`config.mk`:
```
export PLATFORM = sky130hd
export DESIGN_NAME = hamming_secded_decoder
export DESIGN_NICKNAME = d
export VERILOG_FILES = /design/src/rtl/hamming_secded_decoder_pkg.sv /design/src/rtl/hamming_secded_decoder_syndrome.sv /design/src/rtl/hamming_secded_decoder.sv
export SDC_FILE = /design/constraint.sdc
export NUM_CORES = 1
export LEC_CHECK = 0
export CAP_MARGIN = 10
export CORE_MARGIN = 5
export CORE_UTILIZATION = 54
export CTS_BUF_LIST = sky130_fd_sc_hd__clkbuf_4
export DETAILED_ROUTE_END_ITERATION = 7
export HOLD_SLACK_MARGIN = 0.08
export PLACE_DENSITY = 0.8
export SLEW_MARGIN = 20
export SYNTH_ARGS = -nofsm -noshare
export SYNTH_HDL_FRONTEND = slang
export SYNTH_SLANG_ARGS = --single-unit --ignore-timing --ignore-initial --compat-mode --unroll-limit 50000
```
`constraint.sdc`:
```
create_clock -name clk -period 3.5 [get_ports clk]
set_clock_uncertainty 0.05 [all_clocks]
set_input_delay 1.05 -clock clk [delete_from_list [all_inputs] [get_ports clk]]
set_output_delay 1.05 -clock clk [all_outputs]
set_load 0.02 [all_outputs]
```
`src/rtl/hamming_secded_decoder_pkg.sv`:
```
// Shared helpers for the SECDED decoder: check-bit count, codeword position to payload
// index map, and the error classification encoding.
package hamming_secded_decoder_pkg;

    typedef enum logic [2:0] {
        ClsClean,
        ClsOverall,
        ClsSingle,
        ClsRange,
        ClsDouble
    } err_class_e;

    // Smallest p with 2^p >= data_w + p + 1.
    function automatic int calc_p(input int data_w);
        int p;
        p = 1;
        for (int i = 0; i < 8; i++) begin
            if ((1 << p) < data_w + p + 1) begin
                p = p + 1;
            end
        end
        return p;
    endfunction

    // Payload index carried at Hamming position pos, or -1 for a check-bit position.
    function automatic int pos_to_idx(input int pos);
        int n_pow;
        n_pow = 0;
        if (pos <= 0 || (pos & (pos - 1)) == 0) begin
            return -1;
        end
        for (int j = 0; j < 31; j++) begin
            if ((1 << j) <= pos) begin
                n_pow = n_pow + 1;
            end
        end
        return pos - 1 - n_pow;
    endfunction

endpackage

```
`src/rtl/hamming_secded_decoder_syndrome.sv`:
```
// Combinational Hamming syndrome and overall parity of one SECDED codeword.
module hamming_syndrome
    import hamming_secded_decoder_pkg::*;
#(
    parameter int DATA_W = 12,
    localparam int P = calc_p(DATA_W),
    localparam int N = DATA_W + P + 1
) (
    input  logic [N-1:0] code,
    output logic [P-1:0] syndrome,
    output logic         overall
);

    always_comb begin
        syndrome = '0;
        for (int k = 1; k < N; k++) begin
            for (int j = 0; j < P; j++) begin
                if (((k >> j) & 1) == 1) begin
                    syndrome[j] = syndrome[j] ^ code[k-1];
                end
            end
        end
        overall = ^code;
    end

endmodule

```
`src/rtl/hamming_secded_decoder.sv`:
```
// Two-stage SECDED decoder: stage 1 registers syndrome and raw payload, stage 2 classifies,
// corrects and presents the result; saturating corrected/uncorrectable counters.
module hamming_secded_decoder
    import hamming_secded_decoder_pkg::*;
#(
    parameter int DATA_W  = 12,
    parameter int COUNT_W = 16,
    localparam int P = calc_p(DATA_W),
    localparam int N = DATA_W + P + 1
) (
    input  logic               clk,
    input  logic               rst_n,
    input  logic               in_valid,
    output logic               in_ready,
    input  logic [N-1:0]       in_code,
    input  logic               correct_en,
    output logic               out_valid,
    input  logic               out_ready,
    output logic [DATA_W-1:0]  out_data,
    output logic [P-1:0]       out_syndrome,
    output logic               out_corrected,
    output logic               out_uncorr,
    input  logic               cnt_clear,
    output logic [COUNT_W-1:0] corr_count,
    output logic [COUNT_W-1:0] uncorr_count
);

    logic              s1_valid_q;
    logic [DATA_W-1:0] s1_data_q;
    logic [P-1:0]      s1_syn_q;
    logic              s1_ovr_q;
    logic              s1_cen_q;

    logic [P-1:0]      syn_c;
    logic              ovr_c;
    logic [DATA_W-1:0] raw_c;
    logic              s1_adv;
    logic              s2_adv;
    logic              out_hs;

    err_class_e        cls;
    logic              is_check;
    logic              data_fix;
    logic              corr_d;
    logic              uncorr_d;
    logic [DATA_W-1:0] flip_c;

    hamming_syndrome #(
        .DATA_W(DATA_W)
    ) u_syndrome (
        .code    (in_code),
        .syndrome(syn_c),
        .overall (ovr_c)
    );

    assign s2_adv   = !out_valid || out_ready;
    assign s1_adv   = !s1_valid_q || s2_adv;
    assign in_ready = s1_adv;
    assign out_hs   = out_valid && out_ready;

    always_comb begin
        raw_c = '0;
        for (int i = 0; i < DATA_W; i++) begin
            for (int pos = 1; pos < N; pos++) begin
                if (pos_to_idx(pos) == i) begin
                    raw_c[i] = in_code[pos-1];
                end
            end
        end
    end

    always_comb begin
        cls = ClsClean;
        if (s1_syn_q == '0) begin
            cls = s1_ovr_q ? ClsOverall : ClsClean;
        end else if (!s1_ovr_q) begin
            cls = ClsDouble;
        end else if (int'(s1_syn_q) > N - 1) begin
            cls = ClsRange;
        end else begin
            cls = ClsSingle;
        end
        // A single error on a check bit leaves the payload intact, so it always counts as fixed.
        is_check = $onehot(s1_syn_q);
        data_fix = (cls == ClsSingle) && !is_check && s1_cen_q;
        corr_d   = (cls == ClsOverall) || ((cls == ClsSingle) && (is_check || s1_cen_q));
        uncorr_d = (cls == ClsRange) || (cls == ClsDouble) ||
                   ((cls == ClsSingle) && !is_check && !s1_cen_q);
        flip_c = '0;
        for (int i = 0; i < DATA_W; i++) begin
            for (int pos = 1; pos < N; pos++) begin
                if (pos_to_idx(pos) == i) begin
                    flip_c[i] = data_fix && (s1_syn_q == P'(pos));
                end
            end
        end
    end

    always_ff @(posedge clk or negedge rst_n) begin
        if (!rst_n) begin
            s1_valid_q <= 1'b0;
            s1_data_q  <= '0;
            s1_syn_q   <= '0;
            s1_ovr_q   <= 1'b0;
            s1_cen_q   <= 1'b0;
        end else if (s1_adv) begin
            s1_valid_q <= in_valid;
            if (in_valid) begin
                s1_data_q <= raw_c;
                s1_syn_q  <= syn_c;
                s1_ovr_q  <= ovr_c;
                s1_cen_q  <= correct_en;
            end
        end
    end

    always_ff @(posedge clk or negedge rst_n) begin
        if (!rst_n) begin
            out_valid     <= 1'b0;
            out_data      <= '0;
            out_syndrome  <= '0;
            out_corrected <= 1'b0;
            out_uncorr    <= 1'b0;
        end else if (s2_adv) begin
            out_valid <= s1_valid_q;
            if (s1_valid_q) begin
                out_data      <= s1_data_q ^ flip_c;
                out_syndrome  <= s1_syn_q;
                out_corrected <= corr_d;
                out_uncorr    <= uncorr_d;
            end
        end
    end

    always_ff @(posedge clk or negedge rst_n) begin
        if (!rst_n) begin
            corr_count   <= '0;
            uncorr_count <= '0;
        end else if (cnt_clear) begin
            corr_count   <= '0;
            uncorr_count <= '0;
        end else if (out_hs) begin
            if (out_corrected && corr_count != '1) begin
                corr_count <= corr_count + COUNT_W'(1);
            end
            if (out_uncorr && uncorr_count != '1) begin
                uncorr_count <= uncorr_count + COUNT_W'(1);
            end
        end
    end

endmodule

```
==> out/results.txt <==
RSZ-0062 raised after global routing = false
final hold viol count = 0
FFs w/ async S/R, synth = 100.0%
Sw Ratio = 33.85%
TritonCTS Buffers = 9
I/O pins = 77
sum of negative setup slack = 0 ps
Die Width = 95.37 um
Routability Congestion = 0.8202
Rows = 31
Psw = 0.7927 mW
maxcap violations = 0
Main synth FF type = dfrtp_1
post-DP HPWL = 6288 um
Power Internal = 1.549 mW
distinct cell type count of the synthesized netlist = 47
Critical Path Slowest Stage Cell = clkdlybuf4s50_1
area delta synth->final = 26.26%
H-tree depth = 3
length of the first detailed-routing pass in iterations = 4
CTS Sinks = 72
Crit path max-delay family = buffers and inverters
Die Area = 9094 um2
Die H = 95.37 um
status = completed
part of the power in combinational logic = 33.3%
most frequent CP cell = clkdlybuf4s50_1
setup violators final = 0
terminus of the critical flop-to-flop path = out_data[4]$_DFFE_PN0P_
DR iter-0 viols = 97
Crit path required time = 2400 ps
port bufs = 76
Slew Viols, Final = 0
TritonCTS clock tree = yes
largest area contributor in the netlist = dfrtp_1
grt total ovfl = 0
Post-Syn Instances = 381
Least-Margin Pin Slew = 654.9 ps
worst skew pair latency = 410 ps
multi-input combinational cell area = 2032 um2
Leak = 2.001 nW
FMAX = 294.5 MHz
DR DRC count = 0
Worst R2R Start = s1_syn_q[1]$_DFFE_PN0P_
largest net degree at the start of global routing = 73
Reg power frac = 44.7%
cell area after synthesis = 3935 um2
number of setup buffers added after CTS = 0
Post-CTS Hold Buffers = 0
FF-to-FF setup slack = 570 ps
global-route wire length before repair = 14220 um
Post-synth EDFFs = 0
clock buffer depth = 2
antenna cells = 0
ratio of cells with drive above 1 in the final layout = 10.45%
via/cell ratio = 5.468
Final Non-Filler Cells = 568
Synth top area share = 45.79%
Core Region = 7176 um2
Worst Path Buf+Inv = 2
most frequent cells in the layout = 75 x clkdlybuf4s50_1, 72 x dfrtp_1, 38 x xnor2_1
Max-slew headroom = 56.18%
Placed Cells = 552
R2R depth = 11
CTS clock-pin slew for the worst setup and hold paths = 110 ps
Final nets = 501
maximum VDD drop = 0.0002766 V
DR WL/cell = 14.83 um
worst min-delay path endpoint = out_data[9]$_DFFE_PN0P_
Cell Chain, Critical Path = clkdlybuf4s50_1 -> nand3b_1 -> clkdlybuf4s50_1
final critical-path share of the clock period = 97.03%
#FFs+latches synth = 72
Crit. End Element = primary output
Worst EP arrival = 2300 ps
Root Buffer = clkbuf_4
remaining antenna violation count = 0
cell count along the critical path = 3
worst hold path type = reg -> reg
fill count = 554
Reg area = 1802 um2
Min-Delay Path Depth = 2
largest cells by area after synthesis = dfrtp_1 46%, xnor2_1 8.5%, mux2_2 4.9%
syn_nets = 418
initial antenna violation count = 0
synth warn = 0
Crit Path Category = in -> out
Avg Inst Size Synth = 10.33 um2
power per cell area = 471.3 nW/um2
sequential share of the synthesized area = 45.79%
Clock power frac = 21.9%
vias = 3106
Startpoint Class = input pin
Period minus WS final = 3396 ps
Max Fanout on Critical Path = 3
All-Layer GR Usage = 19.93%
Initial Utilization = 54.84%
Post-CTS Resized = 0
vias in the first global route = 3027
final WL = 8423 um
commonest non-fill, non-tap cell in the layout = clkdlybuf4s50_1
CP peak stage delay = 630 ps
Hold Crit Start = out_data[9]$_DFFE_PN0P_
-- metrics by stage --
stage / cell area (um2) / setup WS (ps) / hold slack (ps) / utilization [%] / power (mW)
final: 4969 / 103.9 / 446.1 / 69.24 / 2.342
after global placement: 4838 / 113.2 / 413.5 / 67.43 / 1.812
after global routing: 4969 / 44.57 / 479.8 / 69.24 / 2.477
after detailed placement: 4838 / 98.46 / 425.9 / 67.43 / 1.849
after CTS: 4969 / 93.66 / 450.5 / 69.24 / 2.359
after floorplan: 3935 / 710.2 / 429.1 / - / 1.528
-- sequential cells by signal (all words and copies together), names as in the netlist, 5 cells and up --
name          count
s1_data_q        12
out_data         12
uncorr_count     16
corr_count       16
out_syndrome      5
s1_syn_q          5
-- power by group through the flow --
stage                     Sequential [mW]  Clock [mW]  Combinational, mW
after floorplan                      1.13           0              0.400
after global placement               1.06           0              0.754
after detailed placement             1.06           0              0.784
after CTS                            1.05       0.522              0.790
after global routing                 1.06       0.558              0.854
final                                1.05       0.513              0.781
-- metal layers --
layer | GRT usage (%) | wire (um)
met5 | 0 | 0
met2 | 34.87 | 4345
met4 | 7.813 | 115
met3 | 3.078 | 394
met1 | 24.63 | 3567
-- synth_stat cells (3+ instances only) --
cell      instances
nand2_1          37
clkbuf_1          8
o21ai_0          25
inv_1            16
mux2i_1           4
xnor2_1          38
nand3_1          12
a21oi_1           9
and3_1            3
mux2_2           17
nor3_1            6
xor2_1           21
a211oi_1         11
nand4_1          14
or3_1             6
nand2b_1          4
buf_1             3
dfrtp_1          72
ha_1             11
nor2_1           29
-- area by class of cell --
| cell class | instances | area share [%] |
|---|---|---|
| well taps | 99 | 2.493 |
| inverters | 16 | 1.209 |
| multi-input cells | 282 | 40.90 |
| clock inverters | 5 | 0.9569 |
| clock buffers | 11 | 1.662 |
| flip-flops and latches | 72 | 36.26 |
| repair buffers | 83 | 16.52 |
-- logic make-up after synthesis --
group,synth area share (%)
xor gates and xnor gates,13.70
DFF,45.79
and+or+nand+nor,17.65
adders and majority gates,4.515
buffers and inverters,2.576
AOI/OAI and AO/OA,9.889
muxes,5.882
-- tightest hold or removal path, cell delays in order, from the launching register on --
cell and delay, ps:
dfrtp_1 360, nand2_1 50, o21ai_0 60
-- worst max path at each step --
stage / startpoint / to / slack [ps]
floorplan: s1_syn_q[0]$_DFFE_PN0P_ / out_data[0]$_DFFE_PN0P_ / 710
global placement: out_ready / in_ready / 110
detailed placement: out_ready / in_ready / 100
CTS: out_ready / in_ready / 90
global route: out_ready / in_ready / 40
finish: out_ready / in_ready / 100
Note: power is estimated with default switching activity, not from simulation.
